**config.mk**
```make
export PLATFORM = sky130hd
export DESIGN_NAME = parking_sensor_gen
export DESIGN_NICKNAME = d
export VERILOG_FILES = /design/src/rtl/parking_pkg.sv /design/src/rtl/phase_timer.sv /design/src/rtl/parking_sensor_gen.sv
export SDC_FILE = /design/constraint.sdc
export NUM_CORES = 1
export LEC_CHECK = 0
export CAP_MARGIN = 20
export CORE_ASPECT_RATIO = 1.5
export CORE_MARGIN = 3
export CORE_UTILIZATION = 30
export DETAILED_ROUTE_END_ITERATION = 16
export GPL_TIMING_DRIVEN = 0
export PLACE_DENSITY = 0.59
export SYNTH_ARGS = -nofsm -noshare
export SYNTH_HDL_FRONTEND = slang
export SYNTH_HIERARCHICAL = 1
export SYNTH_SLANG_ARGS = --single-unit
```
**constraint.sdc**
```tcl
create_clock -name clk -period 6.1 [get_ports clk]
set_input_delay 1.22 -clock clk [delete_from_list [all_inputs] [get_ports clk]]
set_output_delay 1.22 -clock clk [all_outputs]
set_load 0.005 [all_outputs]
```
**src/rtl/parking_pkg.sv**
```systemverilog
// rtl/parking_pkg.sv - state codes, direction values and a/b sensor patterns for parking_sensor_gen
package parking_pkg;

  typedef logic [2:0] state_t;

  localparam state_t ST_IDLE = 3'd0;
  localparam state_t ST_PH1  = 3'd1;
  localparam state_t ST_PH2  = 3'd2;
  localparam state_t ST_PH3  = 3'd3;
  localparam state_t ST_GAP  = 3'd4;

  localparam logic DIR_ENTER = 1'b1;
  localparam logic DIR_EXIT  = 1'b0;

  // Patterns are {a, b}; consecutive phases differ in exactly one sensor.
  localparam logic [1:0] AB_IDLE   = 2'b00;
  localparam logic [1:0] ENTER_PH1 = 2'b10;
  localparam logic [1:0] ENTER_PH2 = 2'b11;
  localparam logic [1:0] ENTER_PH3 = 2'b01;
  localparam logic [1:0] EXIT_PH1  = 2'b01;
  localparam logic [1:0] EXIT_PH2  = 2'b11;
  localparam logic [1:0] EXIT_PH3  = 2'b10;

  function automatic logic [1:0] sensor_pattern(input state_t st, input logic dir);
    logic [1:0] ab;
    ab = AB_IDLE;
    case (st)
      ST_PH1:  ab = (dir == DIR_ENTER) ? ENTER_PH1 : EXIT_PH1;
      ST_PH2:  ab = (dir == DIR_ENTER) ? ENTER_PH2 : EXIT_PH2;
      ST_PH3:  ab = (dir == DIR_ENTER) ? ENTER_PH3 : EXIT_PH3;
      default: ab = AB_IDLE;
    endcase
    return ab;
  endfunction

  function automatic state_t prev_state(input state_t st);
    state_t p;
    p = ST_IDLE;
    case (st)
      ST_PH2:  p = ST_PH1;
      ST_PH3:  p = ST_PH2;
      ST_GAP:  p = ST_PH3;
      default: p = ST_IDLE;
    endcase
    return p;
  endfunction

endpackage

```
**src/rtl/phase_timer.sv**
```systemverilog
// rtl/phase_timer.sv - loadable down-counter with an expired flag at zero
module phase_timer #(
  parameter int W = 4
) (
  input  logic         clk,
  input  logic         reset,
  input  logic         load_i,
  input  logic [W-1:0] load_val_i,
  output logic [W-1:0] cnt_next_o,
  output logic         expired_o
);

  logic [W-1:0] cnt_q, cnt_d;

  always_comb begin
    cnt_d = cnt_q;
    if (load_i) begin
      cnt_d = load_val_i;
    end else if (cnt_q != '0) begin
      cnt_d = cnt_q - 1'b1;
    end
  end

  always_ff @(posedge clk) begin
    if (!reset) begin
      cnt_q <= '0;
    end else begin
      cnt_q <= cnt_d;
    end
  end

  assign cnt_next_o = cnt_d;
  assign expired_o  = (cnt_q == '0);

endmodule

```
**src/rtl/parking_sensor_gen.sv**
```systemverilog
// rtl/parking_sensor_gen.sv - turns enter/exit requests into the a/b sensor waveform of a passing car
// Optional contact bounce at phase starts: define PARKING_BOUNCE_EN.
module parking_sensor_gen
  import parking_pkg::*;
#(
  parameter int PHASE_CYCLES  = 16,
  parameter int GAP_CYCLES    = 8,
  parameter int BOUNCE_CYCLES = 4
) (
  input  logic       clk,
  input  logic       reset,
  input  logic       req_valid,
  input  logic       req_dir,
  output logic       req_ready,
  output logic       a,
  output logic       b,
  output logic       busy,
  output logic       done,
  output logic [7:0] car_count
);

  localparam int MAX_LEN = (PHASE_CYCLES > GAP_CYCLES) ? PHASE_CYCLES : GAP_CYCLES;
  localparam int CW      = $clog2(MAX_LEN + 1);
  localparam logic [CW-1:0] PHASE_LOAD = CW'(PHASE_CYCLES - 1);
  localparam logic [CW-1:0] GAP_LOAD   = CW'(GAP_CYCLES - 1);

  state_t        state_q, state_d;
  logic          dir_q, dir_d;
  logic [1:0]    ab_q, ab_d;
  logic [7:0]    count_q, count_d;
  logic          load;
  logic [CW-1:0] load_val;
  logic [CW-1:0] cnt_next;
  logic          expired;

  phase_timer #(.W(CW)) u_timer (
    .clk        (clk),
    .reset      (reset),
    .load_i     (load),
    .load_val_i (load_val),
    .cnt_next_o (cnt_next),
    .expired_o  (expired)
  );

  always_comb begin
    state_d  = state_q;
    dir_d    = dir_q;
    count_d  = count_q;
    load     = 1'b0;
    load_val = PHASE_LOAD;
    case (state_q)
      ST_IDLE: if (req_valid) begin
        state_d = ST_PH1;
        dir_d   = req_dir;
        load    = 1'b1;
      end
      ST_PH1: if (expired) begin
        state_d = ST_PH2;
        load    = 1'b1;
      end
      ST_PH2: if (expired) begin
        state_d = ST_PH3;
        load    = 1'b1;
      end
      ST_PH3: if (expired) begin
        state_d  = ST_GAP;
        load     = 1'b1;
        load_val = GAP_LOAD;
      end
      ST_GAP: if (expired) begin
        state_d = ST_IDLE;
        count_d = count_q + 8'd1;
      end
      default: state_d = ST_IDLE;
    endcase
  end

  // a/b are registered from the next state so they change on the edge that enters a phase.
`ifdef PARKING_BOUNCE_EN
  logic [CW-1:0] len_m1, idx;
  always_comb begin
    ab_d   = sensor_pattern(state_d, dir_d);
    len_m1 = (state_d == ST_GAP) ? GAP_LOAD : PHASE_LOAD;
    idx    = len_m1 - cnt_next;
    if (state_d != ST_IDLE && idx < CW'(BOUNCE_CYCLES) && idx[0]) begin
      ab_d = sensor_pattern(prev_state(state_d), dir_d);
    end
  end
`else
  localparam int unused_bounce_cycles = BOUNCE_CYCLES;
  wire unused_cnt_next = ^cnt_next;
  assign ab_d = sensor_pattern(state_d, dir_d);
`endif

  always_ff @(posedge clk) begin
    if (!reset) begin
      state_q <= ST_IDLE;
      dir_q   <= DIR_EXIT;
      ab_q    <= AB_IDLE;
      count_q <= 8'd0;
    end else begin
      state_q <= state_d;
      dir_q   <= dir_d;
      ab_q    <= ab_d;
      count_q <= count_d;
    end
  end

  assign a         = ab_q[1];
  assign b         = ab_q[0];
  assign req_ready = (state_q == ST_IDLE);
  assign busy      = (state_q != ST_IDLE);
  assign done      = (state_q == ST_GAP) && expired;
  assign car_count = count_q;

endmodule
```
Yosys cells after proc, flatten, opt, wreduce, memory -nomap -nowiden
Cells that the tools add are included. Widths: inputs -> output; s select.

Add/sub/neg operators: 2. Eq/ne operators: 7. Multiplexer cells: 18. Reductions and logical operators: 8.

Operators by type and width (count): $mux 3 (5); $pmux 3 s5 (1); $eq 3x2->1 const B (4); $mux 5 (2); $add 8x1->8 const B (1); $mux 4 (2); $eq 3x1->1 const B (2); $pmux 2 s3 (1); $logic_not 5->1 (1); $reduce_bool 5->1 (1); $sub 5x1->5 const B (1); $mux 1 (4); $mux 2 (2); $eq 3x3->1 const B (1); $logic_not 3->1 (1); $reduce_bool 3->1 (1); $reduce_or 3->1 (1); $pmux 1 s2 (1); $reduce_and 2->1 (1); $reduce_bool 2->1 (1); $logic_and 1x1->1 (1).

Flip-flop bits (word level): 19. Input bits: 4. Output and inout bits: 13. Logic and storage cells: 40.

Logic depth before layout (Yosys ltp)
Depth in word-level cells: 5. Gate-level depth with buffers: 8. Mapped depth without buffers: 8.

Hierarchy
Netlist, hierarchy kept.

Modules (own cells, without submodules): parking_sensor_gen (instances 1, cells an instance 76, area an instance 695.7 sq um, sequential area each 280.3 sq um); phase_timer (instances 1, cells an instance 36, area an instance 315.3 sq um, sequential area each 100.1 sq um).

Worst setup path before layout
OpenSTA, ideal clock, no wires.

Path kind: register -> output. Start point: register u_timer.cnt_q[0]. End point: output done. Data arrival time: 1.567 ns. Required time: 4.880 ns. Path slack: 3.313 ns. Stages on the path, launching flop included: 6. Buffers on the path: 0. Cell sequence: dfxtp_1 -> inv_1 -> ha_1 -> nor4b_2 -> nand4bb_4 -> inv_2.

Cells in the longest elaborated chain, start to end: 2.

Ends and longest elaborated chain: start, declared (line phase_timer.sv:13) `logic [W-1:0] cnt_q, cnt_d;`; start signal, assigned (line phase_timer.sv:28) `cnt_q <= cnt_d;`; $logic_not 5->1 (line phase_timer.sv:33) `assign expired_o = (cnt_q == '0);`; via expired (line parking_sensor_gen.sv:34) `logic expired;`; $logic_and 1x1->1 (line parking_sensor_gen.sv:113) `assign done = (state_q == ST_GAP) && expired;`; end, declared (line parking_sensor_gen.sv:18) `output logic done,`.

The timed path passes the listed nets, and every way through them passes these cells.

Final worst setup path
Ends and elaborated chain as after synthesis.

==> reports/qor.txt <==
POWER
---------------------------------------------------------------------------------------
P_int                                                                          0.305 mW
Switching share of total power                                                    0.329
Power dissipated by switching net loads                                        0.150 mW
Leakage dissipation                                                            0.482 nW
Part of the total power dissipated in combinational logic                         0.445
Sequential fraction of design power                                               0.364
Clock power share                                                                 0.191
Power density over the cells                                                363 nW/um^2
IR Drop Worst-Case VDD                                                         0.190 mV

ROUTE
---------------------------------------------------------------------------------------
Antenna violation net count after detailed routing                                    0
Number of violations reported at the end of detailed-routing iteration 0              6
Wire length per cell                                                       11.6 microns
Total number of vias                                                                771
Post-detailed-routing wire length                                               1.96 mm
Pre-antenna DRT Iters                                                                 2
Post-route DRC                                                                        0
Via density per instance                                                           4.56

GLOBAL ROUTING
---------------------------------------------------------------------------------------
Total global routing overflow                                                         0
Maximum number of pins on one net before global-route repair                         11
Global-route wire length before repair                                          3.44 mm
GR Util All Layers                                                                0.114
Via count of the first global-routing pass                                          769
Initial antenna violation count                                                       0

HOLD PATH
---------------------------------------------------------------------------------------
Worst Hold Class                                                                reg2reg
Hold endpoint                                                              car_count[1]$_SDFFE_PN0P_
Start point of the worst hold path                                         car_count[1]$_SDFFE_PN0P_
Worst Hold Depth                                                                      2

CLOCK NETWORK
---------------------------------------------------------------------------------------
Clock Latency Late Sink                                                          250 ps
Post-CTS Hold Fix Bufs                                                                0
CTS tree                                                                           done
Postcts setup bufs                                                                    0
Number of sinks on the clock net                                                     19
Resized cells post-CTS                                                                0
Clock-pin transition on the worst setup and hold timing paths                     70 ps
TritonCTS buffer count                                                                3
Max Buffers Root-to-Sink                                                              2
Htree depth                                                                           1
Root Buffer Master                                                             clkbuf_8

WORST SETUP PATH
---------------------------------------------------------------------------------------
Register-to-register setup slack                                                3430 ps
Maximum single-stage delay on the critical path                                  820 ps
R2r worst-path depth                                                                  8
Worst R2R End                                                              u_timer/cnt_q[3]$_SDFF_PN0_
Buffer and inverter count on the worst path                                           3
Max stage delay cell, worst path                                                nor4b_2
Chain of cells forming the critical path                                   inv_1 > ha_1 > nor4b_2 > nand4bb_4 > inv_2 > clkdlybuf4s50_1
Delay-heaviest family, CP                                                  simple AND/OR/NAND/NOR gates
Reg2Reg Launch Point                                                       u_timer/cnt_q[0]$_SDFF_PN0_
Type of destination of the critical path                                     output pin
Arrival time at the worst endpoint                                              2620 ps
Worst-path fanout max                                                                10
Critical path required time                                                     4880 ps
Worst path depth                                                                      6
Critical Path Source Type                                                     flip-flop
Class of the most critical setup path                                           reg2out

PLACEMENT
---------------------------------------------------------------------------------------
Total of buffers placed on input and output ports                                    16
RD Place Congestion                                                               0.746
HPWL after detailed placement                                                   1.52 mm

RUN STATUS
---------------------------------------------------------------------------------------
Result of the run                                                          finished, final reports clean

JOB
---------------------------------------------------------------------------------------
Count of max-cap constraint violations                                                0

FINISH
---------------------------------------------------------------------------------------
Multi-input combinational cell area                                           566 sq um
Antenna Cells                                                                         0
Sequential standard cell area                                                 380 sq um
Fill count                                                                          310
Final standard cell utilization of the core                                       0.413
Synth-to-Final Area Change                                                        26.4%
Share of layout cells above drive strength 1                                      0.138
Net count, final                                                                    137

FLOORPLAN
---------------------------------------------------------------------------------------
Number of core rows                                                                  24
Initial core utilization                                                          0.327
Core area                                                                    3030 sq um
Die extent in x                                                            52.9 microns
I/O Pins                                                                             17
Die area                                                                     4040 sq um
Height of the die                                                          76.4 microns

TIMING
---------------------------------------------------------------------------------------
Setup repair after global routing missed its margin                                  no
Shortest clock period the worst path allows after layout                        3840 ps
Max_slew headroom                                                                 0.342
Count of endpoints failing hold in the final timing report                            0
Number of setup violations in the final report                                        0
Final number of max-transition violations                                             0
Maximum clock rate                                                              261 MHz
Post-Route Setup TNS                                                               0 ps
Slew @ Worst Pin                                                                 984 ps
Ratio of final minimum period to clock period                                     0.629
Clock tree skew after final layout                                              2.21 ps

YOSYS
---------------------------------------------------------------------------------------
Synth warnings                                                                        6
Mapped Area                                                                   991 sq um
Avg Synthesized Cell Area                                                    9.18 sq um
Gate count after technology mapping                                                 108

==> per-layer routing <==
layer	vias to the layer above	part of all wire	track usage
li1	407	-	-
met1	351	0.40	0.126
met2	11	0.56	0.190
met3	2	0.029	0.0333
met4	0	0.012	0.0537
met5	-	0	0
==> layout make-up <==
class                           count  area share
Buffer                              3      0.0180
Clock buffer                        4      0.0360
Multi-Input combinational cell     80       0.452
Sequential cell                    19       0.304
Timing Repair Buffer               16       0.128
Tap cell                           39      0.0390
Inverter                            8      0.0240
==> power by group through the flow <==
stage | sequential [mW] | clock (mW) | combinational (mW)
after floorplan | 0.166 | 0 | 0.153
after global placement | 0.167 | 0 | 0.198
after detailed placement | 0.169 | 0 | 0.204
after CTS | 0.166 | 0.0901 | 0.205
after global routing | 0.170 | 0.0959 | 0.226
final | 0.166 | 0.0870 | 0.202
==> worst max path at each step <==
stage / startpoint / end
3_5_place_dp: u_timer/cnt_q[0]$_SDFF_PN0_ / done
4_1_cts: u_timer/cnt_q[0]$_SDFF_PN0_ / done
6_report: u_timer/cnt_q[0]$_SDFF_PN0_ / done
5_1_grt: u_timer/cnt_q[0]$_SDFF_PN0_ / done
3_3_place_gp: u_timer/cnt_q[0]$_SDFF_PN0_ / done
2_1_floorplan: u_timer/cnt_q[0]$_SDFF_PN0_ / done
==> registers in the layout, indices dropped and copies added (netlist names) <==
register       count
dir_q              1
state_q            3
ab_q               2
car_count          8
u_timer/cnt_q      5
==> stage by stage <==
stage / std cells / total power, mW / setup WS [ps] / hold slack (ps) / cell area [sq um]
3_5_place_dp: 165 / 0.373 / 2510 / 519 / 1210
6_report: 169 / 0.455 / 2260 / 528 / 1250
4_1_cts: 169 / 0.462 / 2220 / 531 / 1250
5_1_grt: 169 / 0.492 / 1900 / 572 / 1250
3_3_place_gp: 165 / 0.365 / 2520 / 502 / 1210
2_1_floorplan: 110 / 0.318 / 3310 / 477 / 998
==> worst min-delay path: cells and delay by family (launching register included) <==
family           cells  cell delay [ps]
flip-flops           1              360
AND/OR/NAND/NOR      1               70
AO/OA/AOI/OAI        1               60
==> cell usage in the layout, fill, tap and decap left out, types with 3 or more instances in the layout <==
| cell | n |
|---|---|
| clkbuf_8 | 3 |
| nand2_1 | 10 |
| nor2_1 | 14 |
| xnor2_1 | 5 |
| a211oi_1 | 3 |
| clkdlybuf4s50_1 | 16 |
| inv_1 | 6 |
| dfxtp_1 | 19 |
| mux2i_1 | 4 |
| conb_1 | 4 |
| a21oi_1 | 5 |
| xor2_1 | 3 |
Note: power is estimated with default switching activity, not from simulation.
